==> src/rtl/pio_pkg.sv <==
// Shared definitions for the pio command loader: action codes, loader states, frame length.
// Frame length depends on PIO_CMD_CHECKSUM_EN (7 bytes with trailing XOR checksum, else 6).
package pio_pkg;

  localparam logic [3:0] ACT_NOP       = 4'd0;
  localparam logic [3:0] ACT_INSTR     = 4'd1;
  localparam logic [3:0] ACT_PEND      = 4'd2;
  localparam logic [3:0] ACT_PULL      = 4'd3;
  localparam logic [3:0] ACT_PUSH      = 4'd4;
  localparam logic [3:0] ACT_PINS      = 4'd5;
  localparam logic [3:0] ACT_EN        = 4'd6;
  localparam logic [3:0] ACT_DIV       = 4'd7;
  localparam logic [3:0] ACT_SIDESET   = 4'd8;
  localparam logic [3:0] ACT_IMM       = 4'd9;
  localparam logic [3:0] ACT_APUSH     = 4'd10;
  localparam logic [3:0] ACT_APULL     = 4'd11;
  localparam logic [3:0] ACT_INIT_PINS = 4'd12;
  localparam logic [3:0] ACT_INIT_DIRS = 4'd13;
  localparam logic [3:0] ACT_ISR_TH    = 4'd14;
  localparam logic [3:0] ACT_OSR_TH    = 4'd15;

  typedef enum logic [2:0] {
    ST_HDR,
    ST_COLLECT,
    ST_ISSUE,
    ST_WAIT,
    ST_RESP
  } ld_state_e;

`ifdef PIO_CMD_CHECKSUM_EN
  localparam int FRAME_LEN = 7;
`else
  localparam int FRAME_LEN = 6;
`endif

endpackage

==> src/rtl/pio_cmd_serializer.sv <==
// Sends a 32-bit word as four bytes, LSB first, over a valid/ready byte stream.
module pio_cmd_serializer (
  input  logic        clk_i,
  input  logic        rst_ni,
  input  logic        load_i,
  input  logic [31:0] data_i,
  output logic [7:0]  tx_data_o,
  output logic        tx_valid_o,
  input  logic        tx_ready_i,
  output logic        done_o
);

  logic [31:0] shift_q;
  logic [1:0]  cnt_q;
  logic        valid_q;
  logic        hs;

  assign hs         = valid_q && tx_ready_i;
  assign done_o     = hs && (cnt_q == 2'd3);
  assign tx_data_o  = shift_q[7:0];
  assign tx_valid_o = valid_q;

  always_ff @(posedge clk_i or negedge rst_ni) begin
    if (!rst_ni) begin
      shift_q <= '0;
      cnt_q   <= '0;
      valid_q <= 1'b0;
    end else if (load_i) begin
      shift_q <= data_i;
      cnt_q   <= '0;
      valid_q <= 1'b1;
    end else if (hs) begin
      // Shifting in zeros leaves tx_data at 0 once the last byte has gone.
      shift_q <= {8'h00, shift_q[31:8]};
      cnt_q   <= cnt_q + 2'd1;
      if (cnt_q == 2'd3) valid_q <= 1'b0;
    end
  end

endmodule

==> src/rtl/pio_cmd_loader.sv <==
// Assembles UART command frames into pio control-bus strobes and returns pulled FIFO words.
// Optional PIO_CMD_CHECKSUM_EN adds a trailing XOR checksum byte to every frame.
module pio_cmd_loader
  import pio_pkg::*;
#(
  parameter int unsigned TIMEOUT_CYCLES = 1000000,
  parameter int unsigned DOUT_LATENCY   = 1
) (
  input  logic        clk,
  input  logic        reset,
  input  logic [7:0]  rx_data,
  input  logic        rx_valid,
  output logic        rx_ready,
  output logic [7:0]  tx_data,
  output logic        tx_valid,
  input  logic        tx_ready,
  output logic [3:0]  action,
  output logic [1:0]  mindex,
  output logic [4:0]  index,
  output logic [31:0] din,
  input  logic [31:0] dout,
  output logic        busy,
  output logic        frame_err,
  output logic [15:0] cmd_count
);

  localparam logic [2:0] LAST_IDX = 3'(FRAME_LEN - 1);

  ld_state_e   state_q;
  logic [2:0]  cnt_q;
  logic [3:0]  act_sh_q;
  logic [1:0]  mindex_sh_q;
  logic [4:0]  index_sh_q;
  logic [31:0] din_sh_q;
  logic [31:0] to_q;
  logic [31:0] wait_q;
  logic        rx_ready_q, busy_q, frame_err_q;
  logic [3:0]  action_q;
  logic [1:0]  mindex_q;
  logic [4:0]  index_q;
  logic [31:0] din_q;
  logic [15:0] cmd_count_q;

  logic        accept, last_byte, to_hit, frame_ok, load, ser_done;
  logic [31:0] din_d;

  assign accept    = rx_valid && rx_ready_q;
  assign last_byte = (cnt_q == LAST_IDX);
  assign to_hit    = (TIMEOUT_CYCLES != 0) && (to_q == TIMEOUT_CYCLES - 1);
  assign load      = ((state_q == ST_WAIT) && (wait_q == DOUT_LATENCY - 1)) ||
                     ((state_q == ST_ISSUE) && (action_q == ACT_PULL) && (DOUT_LATENCY == 0));

  // Shadow din with the byte currently on rx_data merged in, so ISSUE can see B5 directly.
  always_comb begin
    din_d = din_sh_q;
    case (cnt_q)
      3'd2:    din_d[7:0]   = rx_data;
      3'd3:    din_d[15:8]  = rx_data;
      3'd4:    din_d[23:16] = rx_data;
      3'd5:    din_d[31:24] = rx_data;
      default: din_d = din_sh_q;
    endcase
  end

`ifdef PIO_CMD_CHECKSUM_EN
  logic [7:0] csum_q;

  always_ff @(posedge clk or negedge reset) begin
    if (!reset)      csum_q <= '0;
    else if (accept) csum_q <= (state_q == ST_HDR) ? rx_data : (csum_q ^ rx_data);
  end

  assign frame_ok = (csum_q == rx_data);
`else
  assign frame_ok = 1'b1;
`endif

  always_ff @(posedge clk or negedge reset) begin
    if (!reset) begin
      state_q     <= ST_HDR;
      cnt_q       <= '0;
      act_sh_q    <= '0;
      mindex_sh_q <= '0;
      index_sh_q  <= '0;
      din_sh_q    <= '0;
      to_q        <= '0;
      wait_q      <= '0;
      rx_ready_q  <= 1'b0;
      busy_q      <= 1'b0;
      frame_err_q <= 1'b0;
      action_q    <= '0;
      mindex_q    <= '0;
      index_q     <= '0;
      din_q       <= '0;
      cmd_count_q <= '0;
    end else begin
      action_q    <= ACT_NOP;
      frame_err_q <= 1'b0;
      case (state_q)
        ST_HDR: begin
          rx_ready_q <= 1'b1;
          if (accept) begin
            act_sh_q    <= rx_data[7:4];
            mindex_sh_q <= rx_data[3:2];
            cnt_q       <= 3'd1;
            to_q        <= '0;
            busy_q      <= 1'b1;
            state_q     <= ST_COLLECT;
          end
        end
        ST_COLLECT: begin
          if (accept) begin
            cnt_q    <= cnt_q + 3'd1;
            to_q     <= '0;
            din_sh_q <= din_d;
            if (cnt_q == 3'd1) index_sh_q <= rx_data[4:0];
            if (last_byte && frame_ok) begin
              rx_ready_q  <= 1'b0;
              action_q    <= act_sh_q;
              mindex_q    <= mindex_sh_q;
              index_q     <= index_sh_q;
              din_q       <= din_d;
              cmd_count_q <= cmd_count_q + 16'd1;
              state_q     <= ST_ISSUE;
            end else if (last_byte) begin
              frame_err_q <= 1'b1;
              busy_q      <= 1'b0;
              state_q     <= ST_HDR;
            end
          end else if (to_hit) begin
            frame_err_q <= 1'b1;
            busy_q      <= 1'b0;
            state_q     <= ST_HDR;
          end else begin
            to_q <= to_q + 32'd1;
          end
        end
        ST_ISSUE: begin
          wait_q <= '0;
          if (action_q == ACT_PULL) begin
            state_q <= (DOUT_LATENCY == 0) ? ST_RESP : ST_WAIT;
          end else begin
            rx_ready_q <= 1'b1;
            busy_q     <= 1'b0;
            state_q    <= ST_HDR;
          end
        end
        ST_WAIT: begin
          if (load) state_q <= ST_RESP;
          else      wait_q  <= wait_q + 32'd1;
        end
        ST_RESP: begin
          if (ser_done) begin
            rx_ready_q <= 1'b1;
            busy_q     <= 1'b0;
            state_q    <= ST_HDR;
          end
        end
        default: state_q <= ST_HDR;
      endcase
    end
  end

  pio_cmd_serializer u_ser (
    .clk_i      (clk),
    .rst_ni     (reset),
    .load_i     (load),
    .data_i     (dout),
    .tx_data_o  (tx_data),
    .tx_valid_o (tx_valid),
    .tx_ready_i (tx_ready),
    .done_o     (ser_done)
  );

  assign rx_ready  = rx_ready_q;
  assign busy      = busy_q;
  assign frame_err = frame_err_q;
  assign action    = action_q;
  assign mindex    = mindex_q;
  assign index     = index_q;
  assign din       = din_q;
  assign cmd_count = cmd_count_q;

endmodule

==> config.mk <==
export PLATFORM = sky130hd
export DESIGN_NAME = pio_cmd_loader
export DESIGN_NICKNAME = d
export VERILOG_FILES = /design/src/rtl/pio_pkg.sv /design/src/rtl/pio_cmd_serializer.sv /design/src/rtl/pio_cmd_loader.sv
export SDC_FILE = /design/constraint.sdc
export NUM_CORES = 1
export LEC_CHECK = 0
export CELL_PAD_IN_SITES_DETAIL_PLACEMENT = 1
export CELL_PAD_IN_SITES_GLOBAL_PLACEMENT = 1
export CORE_ASPECT_RATIO = 0.7
export CORE_UTILIZATION = 48
export CTS_CLUSTER_SIZE = 28
export DETAILED_ROUTE_END_ITERATION = 12
export HOLD_SLACK_MARGIN = 0.12
export PLACE_DENSITY = 0.95
export SYNTH_ARGS = -nofsm -noshare
export SYNTH_HDL_FRONTEND = slang
export SYNTH_HIERARCHICAL = 1
export SYNTH_SLANG_ARGS = --single-unit
==> constraint.sdc <==
create_clock -name clk -period 4.95 [get_ports clk]
set_input_delay 1.2375 -clock clk [delete_from_list [all_inputs] [get_ports clk]]
set_output_delay 1.2375 -clock clk [all_outputs]
set_load 0.01 [all_outputs]
==> impl_results.md, run 1 <==
- Seq. cell area: between 5000 and 6000 um2
- Syn_nets: roughly 1.1k
- Data arrival time of the worst path: around 3.9 ns
- Diodes inserted: 0
- Die Y: 123.6 um
- Slew @ Worst Pin: between 1 and 1.5 ns
- Critical-path maximum fanout: 25
- Initial Util: 48.96%
- Routed WL per cell: between 20 and 30 um
- CTS Buffer Depth: 3
- Slew headroom: 26.01%
- Total gr overflow: 0
- Initial antenna violation count: 0
- Die area: about 22000 um2
- Via count: a little under 9k
- Top_reg_cell synth: dfrtp_1
- EDFF count, synth: 0
- Pre-antenna DRT Iters: 5
- Area used by multi-input combinational logic: approximately 4600 um2
- Worst hold path class: flip-flop to flip-flop
- Detailed placement HPWL: ~21000 um
- CP Capture Type: flip-flop
- Post-CTS setup buffers: 0
- Status: finished clean
- Hold Buf Count CTS: 0
- GR Util All Layers: between 30% and 40%
- Synth area leader: dfrtp_1
- Reg clk slew, reported paths: around 0.070 ns
- Placed Cells: 1331
- Path type of the worst setup path: flip-flop to flip-flop
- Clock Skews: 0.01758 ns
- Root Buffer: clkbuf_16
- Nets: around 1.1k
- Startpoint class of the critical path: flip-flop
- Layout cells sized above 1: just over 10%
- Number of vias per cell: approximately 6.5
- Post-Syn Area: 10130 um2
- Peak VDD IR: 406.8 uV
- I/O pins: between 100 and 150
- Routed Antenna Nets: 0
- Final setup viols: 0
- Max Clock Freq: roughly 290 MHz
- Total chip power: 6032 uW
- IO Port Bufs: approximately 110
- Clock latency on the worst-skew pair: around 0.52 ns
- CORE AREA: 20700 um2
- Period utilization: between 70% and 80%
- Area growth syn-to-layout: 18.65%
- Filler cells: between 2k and 2.5k
- Final TNS setup: 0 ns
- CTS tree: yes
- Period minus WS final: around 3.5 ns
- Std-Cell Rows: 44
- Unique masters post-synth: between 70 and 80
- Leakage: about 0.0053 uW
- Hold Violations, Final: 0
- Max-cap viol count: 0
- Top cells by area, synth: dfrtp_1, nand2_1, mux2_2
- Slew Viols, Final: 0
- Final WL: 35940 um
- Synth Register Bits: around 200
- FFs w/ async S/R, synth: between 90% and 100%
- Post-Syn Instances: ~1000
- Yosys top cell area share: 49.88%
- Unrepaired setup endpoints after global routing: no
- Clock buffers created by TritonCTS: 21
- GPL Wtd Cong: between 0.8 and 0.9
- H-Tree Depth: 1
- Largest net degree at the start of global routing: between 100 and 150
- Die W: between 150 and 200 um
- Sequential cell area fraction in the yosys report: ~50%
- Number of synthesis warnings: 6
- Syn Area/Cell: 10.18 um2
- Clock Sinks: 202
- Non-Filler Instances: ~1.4k
- DRC viols: 0
- DRC marker count from the first detailed-route iteration: between 900 and 1k
- Vias in the first global route: roughly 9.5k
- Required @ worst endpoint: between 5 and 6 ns
- Pwr Density: 501.6 nW/um2
- # resized after CTS: 0
- First-pass GRT wire length: 55610 um
-- stage by stage --
step	setup WS, ns	instance area [um2]	hold slack, ns	utilization (%)
finish	1.451	12030	0.4746	58.09
global route	1.375	12030	0.5096	58.09
CTS	1.580	12030	0.4785	58.09
detailed placement	1.207	11330	0.4645	54.75
global placement	1.486	11330	0.4470	54.75
floorplan	2.490	10130	0.4331	-
-- metal layers --
layer / wire length, um / GRT usage (%)
met1: 14100 / 41.79
met2: 17940 / 57.71
met3: 2231 / 4.487
met4: 1673 / 15.22
met5: 0 / 0
-- synth_stat cells (24+ instances only) --
cell / n
nand3_1: 34
nand4b_1: 24
a21oi_1: 36
dfrtp_1: 202
nand2_1: 151
nor2_1: 54
o211ai_1: 24
o21ai_0: 24
mux2_2: 34
nand2b_1: 28
nand4_1: 31
inv_1: 26
-- power by group --
group,switching [uW],internal (uW),leakage [uW]
logic,1000,844,0.00225
clock network,726,949,0.000341
registers,398,2110,0.00268
total,2130,3900,0.00527
-- cell families after synthesis --
group	count (synthesis)	share of synthesized area, %
XOR/XNOR	27	2.333
buffers and inverters	93	4.827
AO/OA/AOI/OAI	166	11.63
multiplexers	55	5.877
adder cells (fa/ha/maj)	10	1.235
flip-flops	202	49.88
AND/OR/NAND/NOR	443	24.22
-- final cells by class --
type	instances	share of cell area, %
Sequential cell	202	42.04
Timing Repair Buffer	126	10.27
Inverter	26	0.8116
Clock inverter	7	0.8012
Multi-Input combinational cell	701	38.26
Clock buffer	29	4.953
Tap cell	276	2.872
-- cell usage in the layout, fill, tap and decap left out, types with 5 or more instances in the layout --
cell / n
a21oi_1: 36
inv_1: 26
nand2_1: 151
mux2i_1: 19
or4_1: 8
xor2_1: 10
and2_1: 11
and4_1: 6
o211ai_1: 24
buf_4: 12
o31ai_1: 14
or3_1: 12
nor2_1: 54
clkbuf_16: 21
clkdlybuf4s50_1: 113
nand4b_1: 24
o41ai_1: 8
nand3_1: 34
nor4_1: 17
xnor2_1: 17
o311ai_2: 8
and3_1: 20
a211o_1: 7
nor3_1: 16
dfrtp_1: 202
nand2b_1: 28
clkbuf_8: 5
ha_1: 10
nand4_1: 31
a31oi_1: 8
mux2_2: 34
o21ai_1: 10
o21ai_0: 24
-- final timing paths --
path	endpoint	slack [ns]	cells past startpoint	start
max reg2reg	to_q[8]	1.45	4	state_q[0]
min reg2reg	din[3]	0.47	2	din_sh_q[3]
min	din[3]	0.47	2	din_sh_q[3]
min in group asynchronous	u_ser/shift_q[22]	0.83	1	reset
max in group asynchronous	din[21]	2.99	2	reset
max	to_q[8]	1.45	4	state_q[0]
-- critical path, stage by stage (launching register included) --
cell and delay [ns]:
dfrtp_1 0.71, nor3b_1 0.59, and2_1 0.95, nand2b_1 0.53, o311ai_0 0.56
-- sequential cells by signal, summed over array words and instances (netlist names) --
| name | count |
|---|---|
| busy | 1 |
| mindex | 2 |
| act_sh_q | 4 |
| u_ser/shift_q | 32 |
| din | 32 |
| index | 5 |
| state_q | 3 |
| u_ser/cnt_q | 2 |
| to_q | 32 |
| rx_ready | 1 |
| din_sh_q | 24 |
| mindex_sh_q | 2 |
| cnt_q | 3 |
| frame_err | 1 |
| wait_q | 32 |
| action | 4 |
| index_sh_q | 5 |
| cmd_count | 16 |
| u_ser/tx_valid_o | 1 |
(Power assumes the default switching activity.)
==> run 2, diff against run 1 <==
--- a/config.mk
+++ b/config.mk
@@ -8,11 +8,11 @@
 export CELL_PAD_IN_SITES_DETAIL_PLACEMENT = 1
 export CELL_PAD_IN_SITES_GLOBAL_PLACEMENT = 1
 export CORE_ASPECT_RATIO = 0.7
-export CORE_UTILIZATION = 48
+export CORE_UTILIZATION = 44
 export CTS_CLUSTER_SIZE = 28
 export DETAILED_ROUTE_END_ITERATION = 12
 export HOLD_SLACK_MARGIN = 0.12
-export PLACE_DENSITY = 0.95
+export PLACE_DENSITY = 0.9
 export SYNTH_ARGS = -nofsm -noshare
 export SYNTH_HDL_FRONTEND = slang
 export SYNTH_HIERARCHICAL = 1
==> constraint.sdc (replaced) <==
create_clock -name clk -period 3.3 [get_ports clk]
set_input_delay 0.825 -clock clk [delete_from_list [all_inputs] [get_ports clk]]
set_output_delay 0.825 -clock clk [all_outputs]
set_load 0.01 [all_outputs]
==> impl_results.md, run 2 (same netlist as run 1, synthesis figures left out) <==
- Delay of the slowest cell on the worst path: roughly 0.64 ns
- Hold Violations, Final: 0
- End of the critical path: to_q[5]
- Data arrival time of the worst path: between 3 and 4 ns
- GPL Wtd Cong: 0.8374
- Slowest CP cell: dfrtp_1
- Slew headroom: approximately 54%
- Switching Fraction: between 30% and 40%
- Slew @ Worst Pin: just under 0.7 ns
- Routed Antenna Nets: 0
- Reg clk slew, reported paths: approximately 0.070 ns
- Commonest cells after routing, fill and taps aside: dfrtp_1, nand2_1, clkdlybuf4s50_1
- GR Util All Layers: 26.43%
- H-Tree Depth: 1
- Most common cell after layout, fill and taps aside: dfrtp_1
- Worst hold path class: input pin to async pin
- Post-CTS setup buffers: 0
- Leakage: around 0.0053 uW
- DRC marker count from the first detailed-route iteration: roughly 560
- Clock buffers created by TritonCTS: 21
- Util after Layout: ~54%
- Initial antenna violation count: 0
- Die area: ~24000 um2
- Crit-path cells: nor3b_1 -> and2_1 -> nand2b_1 -> o41ai_1
- Critical-path maximum fanout: 11
- Routed WL per cell: roughly 22 um
- First-pass GRT wire length: approximately 50000 um
- Register-to-Register Path Depth: 4
- Sw power: 3024 uW
- Filler cells: 2459
- Clock Skews: roughly 0.018 ns
- Diodes inserted: 0
- Hold Buf Count CTS: 0
- Std-Cell Rows: 46
- Pre-antenna DRT Iters: 7
- Required @ worst endpoint: around 3.7 ns
- Layout cells sized above 1: between 10% and 20%
- Worst path bufs/invs: 0
- Unrepaired setup endpoints after global routing: no
- Max Clock Freq: approximately 370 MHz
- Clock latency on the worst-skew pair: approximately 0.52 ns
- Die W: around 180 um
- CP Capture Type: flip-flop
- Die Y: about 130 um
- Comb pwr share: between 30% and 40%
- Cell-internal power: 5936 uW
- Final WL: about 31000 um
- Largest net degree at the start of global routing: a little over 90
- Path type of the worst setup path: flip-flop to flip-flop
- Number of stages on the worst setup path: 4
- I/O pins: 115
- CORE AREA: about 23000 um2
- Area growth syn-to-layout: 20.46%
- Number of vias per cell: 6.044
- Pwr Density: approximately 730 nW/um2
- Period minus WS final: roughly 2.7 ns
- Clock network power share: between 20% and 30%
- Status: finished clean
- Period utilization: between 80% and 90%
- Final setup viols: 0
- Reg-to-reg endpoint: to_q[5]
- Detailed placement HPWL: around 20000 um
- Slew Viols, Final: 0
- Total gr overflow: 0
- CP top delay family: simple AND/OR/NAND/NOR gates
- Peak VDD IR: approximately 460 uV
- # resized after CTS: 0
- Root Buffer: clkbuf_16
- CTS tree: yes
- Max-cap viol count: 0
- Nets: about 1.1k
- Flop pwr share: approximately two fifths
- Final TNS setup: 0 ns
- IO Port Bufs: ~110
- CTS Buffer Depth: 3
- Startpoint class of the critical path: flip-flop
- Via count: 8522
- DRC viols: 0
- Clock Sinks: 202
- Reg2reg start: state_q[0]
- Critical Path Source: state_q[0]
- Worst R2R Setup Slack: 0.59 ns
- Vias in the first global route: 8992
- Initial Util: 44.81%
==> run 2: changes by cell type in the layout (fill, tap and decap cells not counted), sizes merged <==
cell	before	now
buf	12	17
bufinv	2	3
clkinvlp	0	6
clkbuf	30	25
clkinv	4	3
inv	27	28
==> run 2: how the worst min path moves through the flow <==
stage,cells after the start,endpoint,slack (ns),from
3_3_place_gp,2,mindex[1],0.45,mindex_sh_q[1]
4_1_cts,1,action[2],0.35,reset
3_5_place_dp,2,din[5],0.46,din_sh_q[5]
5_1_grt,1,u_ser/shift_q[31],0.36,reset
2_1_floorplan,2,mindex[0],0.43,mindex_sh_q[0]
6_report,1,u_ser/shift_q[31],0.30,reset
==> run 2: stage by stage <==
step,area (um2),setup slack [ns],hold WS (ns),cells,total power [uW]
CTS,12210,0.6739,0.3452,1410,8994
global placement,11470,0.6261,0.4488,1372,6063
floorplan,10130,1.253,0.4331,996,5096
detailed placement,11470,0.5212,0.4578,1372,6316
global route,12210,0.4149,0.3616,1410,9354
finish,12210,0.5916,0.3029,1410,8960
==> run 2: layout make-up <==
cell class                      count  area, um2  share of cell area [%]
Inverter                           26      97.59                  0.7994
Clock buffer                       24      566.8                   4.643
Sequential cell                   202       5055                   41.41
Timing Repair Buffer              131       1323                   10.83
Clock inverter                     14      175.2                   1.435
Tap cell                          312      390.4                   3.198
Multi-Input combinational cell    701       4601                   37.69
==> run 2: worst reg2reg max path: cells and delay by family (launching register included) <==
kind | cells | cell delay, ns
AND/OR/NAND/NOR | 3 | 1.50
flip-flops | 1 | 0.64
AO/OA/AOI/OAI | 1 | 0.45
==> run 2: power by group through the flow <==
stage	sequential, uW	combinational (uW)	clock (uW)
finish	3690	2700	2580
global route	3760	2920	2680
CTS	3680	2720	2600
detailed placement	3690	2630	0
global placement	3620	2440	0
floorplan	3630	1470	0
==> run 2: per-layer routing <==
| layer | global-route usage [%] | vias to the layer above | wire (um) |
|---|---|---|---|
| li1 | - | 3755 | - |
| met1 | 34.84 | 4411 | 13590 |
| met2 | 45.45 | 282 | 15440 |
| met3 | 3.906 | 74 | 1525 |
| met4 | 7.598 | 0 | 808 |
| met5 | 0 | - | 0 |
==> RTL edit 1: new RTL, flow settings as in run 2 <==
Add a define of `PIO_CMD_CHECKSUM_EN`.
--- a/src/rtl/pio_pkg.sv
+++ b/src/rtl/pio_pkg.sv
@@ -1,5 +1,7 @@
 // Shared definitions for the pio command loader: action codes, loader states, frame length.
 // Frame length depends on PIO_CMD_CHECKSUM_EN (7 bytes with trailing XOR checksum, else 6).
+`define PIO_CMD_CHECKSUM_EN
+
 package pio_pkg;
 
   localparam logic [3:0] ACT_NOP       = 4'd0;
Behaviour: not the same (Yosys sat finds a counterexample within 10 cycles, from zero or initial values and one cycle with reset low).
==> RTL edit 1 against run 2 <==
Area after synthesis rose by 5.6%. Power fell by 16%. Setup slack got worse by 170 ps. Sequential share of layout area rose by 0.67 points. Wire length rose by 6.0%. Sequential power fell by 9.5%. Sequential cell count rose by 16. Non-clock buffer count rose by 12. Clock power rose by 9.3%. Final area rose by 6.2%. Clock skew fell by 5.2 ps. Cell count rose by 3.3%. Critical path type is now in -> reg. Critical endpoint is now cmd_count[10]. Largest power group unchanged.
==> RTL edit 1: results (changes against run 2) <==
stage	metric	value	unit	change
status	status	complete, no violations		
global_route	grt_pass1_vias	9417		+4.7%
global_route	grt_pass1_wl	53900	um	+8.8%
timing	worst_pin_slew	871	ps	+196 ps
global_route	use_met1	0.367		+0.0182
pwr	p_seq	3.34	mW	-9.5%
cells_and_area	instances_no_fill	1457		+3.3%
timing	finClkSkew	12.4	ps	-5.23 ps
synth	avgSynthCellArea	10.5	um^2	+3.2%
worst_setup_path	cp_slowest_stage_delay	510	ps	-130 ps
cells_and_area	clockBufferCount	32		+33%
place	place.gp.congestion	0.795		-5.0%
cells_and_area	multi_input_area_share	0.370		-0.00701
pwr	p_leak	5.69	nW	+7.1%
detailed_routing	wl_met1	14500	um	+6.7%
synth	synth_area_leaders	dfrtp_1 51%, mux2_2 5.4%, nor2_1 3.6%		
cells_and_area	buf_share	0.108		-0.000235
cells_and_area	inv_count	24		-7.7%
global_route	grt_max_degree	92		-1.1%
place	place_area	12100	um^2	+5.9%
cells_and_area	n_fill_cell	2570		+4.5%
detailed_routing	wl_met2	16200	um	+4.9%
detailed_routing	avgViaCountPerCell	5.87		-2.8%
place	hpwlAfterDp	20900	um	+3.7%
detailed_routing	first_pass_iters	5		-2
cells_and_area	n_sequential_cell	218		+7.9%
pwr	p_comb	1.38	mW	-49%
-- RTL edit 1: cells by family (layout without fill, tap and decap cells) --
logic type,count (synthesis),count (layout),share of synthesized area
AO/OA/AOI/OAI,141,141,0.0884
XOR/XNOR,64,64,0.0524
adder cells (fa/ha/maj),10,10,0.0117
buffers and inverters,91,209,0.0437
flip-flops,218,218,0.510
multiplexers,90,90,0.0902
other,0,2,0
AND/OR/NAND/NOR,405,405,0.204
-- RTL edit 1: worst paths after layout --
kind                             from           endpoint  depth (start not counted)  slack [ps]
hold reg to reg              to_q[19]           to_q[19]                          2         500
max in group asynchronous       reset             din[2]                          2        2110
min in group clk             to_q[19]           to_q[19]                          2         500
hold / removal                  reset   u_ser/shift_q[1]                          1         280
setup reg to reg            wait_q[0]  u_ser/shift_q[13]                          8         440
setup / recovery           rx_data[3]      cmd_count[10]                          8         430
==> RTL edit 2: new RTL, flow settings as in run 2 <==
Without the edit above. Encoding of `ld_state_e`: now one-hot (5 bits for 5 states).
--- a/src/rtl/pio_pkg.sv
+++ b/src/rtl/pio_pkg.sv
@@ -19,12 +19,12 @@
   localparam logic [3:0] ACT_ISR_TH    = 4'd14;
   localparam logic [3:0] ACT_OSR_TH    = 4'd15;
 
-  typedef enum logic [2:0] {
-    ST_HDR,
-    ST_COLLECT,
-    ST_ISSUE,
-    ST_WAIT,
-    ST_RESP
+  typedef enum logic [4:0] {
+    ST_HDR     = 5'b00001,
+    ST_COLLECT = 5'b00010,
+    ST_ISSUE   = 5'b00100,
+    ST_WAIT    = 5'b01000,
+    ST_RESP    = 5'b10000
   } ld_state_e;
 
 `ifdef PIO_CMD_CHECKSUM_EN
Formal check against the unedited RTL: same outputs for any inputs over 4 cycles, from zero or initial values and one cycle with reset low; so few cycles prove little.
==> RTL edit 2 against run 2 <==
Setup slack got worse by 150 ps. Combinational power down 47%. Power is 20% lower. Area after synthesis shrank 2.2%. Sequential cell count rose by 2. Die area is 2.2% lower. Clock power up 4%. Wire length shrank 0.28%. Final area decreased by 1.7%. Global-route usage grew 0.99 points. Critical path type unchanged. Largest power group unchanged.
==> RTL edit 2: results (changes against run 2) <==
stage	metric	value	unit	change
global_route	grt_max_degree	92		-1.1%
place	dp_cells	1327		-3.3%
global_route	antenna_found_initial	2		+2
synth	seq_area_frac_synth	0.515		+0.0166
worst_setup_path	crit_path_max_fanout	12		+1
worst_setup_path	rr_worst_depth	10		+6
cells_and_area	n_fill_cell	2364		-3.9%
place	hpwlAfterDp	19400	um	-3.8%
global_route	grt_pass1_vias	8947		-0.50%
pwr	p_leak	5.28	nW	-0.77%
synth	synthCells	974		-2.2%
synth	synth_area_leaders	dfrtp_1 51%, nand2_1 5.9%, mux2_2 4.0%		
detailed_routing	num_vias	8259		-3.1%
worst_setup_path	crit_required	3680	ps	about the same
status	status	complete, no violations		
global_route	grtUsageTotal	0.274		+0.00994
timing	finClkSkew	22.0	ps	+4.31 ps
timing	fin_ws	437	ps	-154 ps
synth	ys_top_cells_by_count	203 x dfrtp_1, 156 x nand2_1, 68 x nor2_1		
place	pre_cts_ws	258	ps	-263 ps
place	place.gp.congestion	0.809		-3.4%
pwr	ir_worst_vdd	0.331	mV	-28%
cells_and_area	fin_nets	1122		-1.3%
global_route	grt_pass1_wl	50000	um	+0.79%
cells_and_area	final_layout_size_suffix_gt1_frac	0.105		-0.00767
==> RTL edit 2: power by group through the flow <==
stage | clock (mW) | combinational, mW | sequential [mW]
after floorplan | 0 | 0.807 | 3.01
after global placement | 0 | 1.28 | 3.04
after detailed placement | 0 | 1.38 | 3.08
after CTS | 2.72 | 1.43 | 3.05
after global routing | 2.81 | 1.55 | 3.09
final | 2.69 | 1.44 | 3.06
==> RTL edit 2: final cells by class <==
cell class,count,area [um^2],area share
Sequential cell,204,5110,0.425
Inverter,25,93.8,0.00782
Clock buffer,25,561,0.0467
Multi-Input combinational cell,684,4370,0.364
Tap cell,282,353,0.0294
Clock inverter,13,204,0.0170
Timing Repair Buffer,132,1320,0.110
==> RTL edit 2: worst max-delay path: stages, from the launching register on <==
cell	delay, ps
dfrtp_1	580
nor2_1	330
nand3_1	140
buf_4	220
nor2_2	160
nand3_2	140
inv_2	180
and3_1	260
and2b_1	210
or3b_1	370
xnor2_1	130
==> RTL edit 2: cells by family (layout without fill, tap and decap cells) <==
group,after synthesis,in the layout,share of synthesized area
and+or+nand+nor,427,427,0.225
muxes,56,56,0.0612
buffers and inverters,86,195,0.0453
AOI/OAI and AO/OA,143,143,0.0977
xor gates and xnor gates,48,48,0.0424
DFF,204,204,0.515
adders and majority gates,10,10,0.0126
==> RTL edit 2: through the flow <==
step / cell area (um^2) / hold WS (ps) / power [mW] / utilization
after global routing: 12000 / 430 / 7.45 / 0.548
after floorplan: 9910 / 433 / 3.82 / -
after detailed placement: 11200 / 460 / 4.45 / 0.513
after CTS: 12000 / 400 / 7.20 / 0.548
after global placement: 11200 / 446 / 4.32 / 0.513
final: 12000 / 376 / 7.19 / 0.548
==> RTL edit 2: worst max path at each step <==
stage,end
finish,cmd_count[15]
global route,cmd_count[15]
CTS,cmd_count[15]
detailed placement,to_q[13]
global placement,to_q[13]
floorplan,cmd_count[15]
==> RTL edit 2: routing by layer <==
metal | share of wire | global-route usage | vias to the layer above
met3 | 0.063 | 0.0522 | 83
met4 | 0.031 | 0.0952 | 2
met1 | 0.43 | 0.361 | 4224
li1 | - | - | 3615
met5 | 0.00038 | 0.0147 | -
met2 | 0.48 | 0.455 | 335
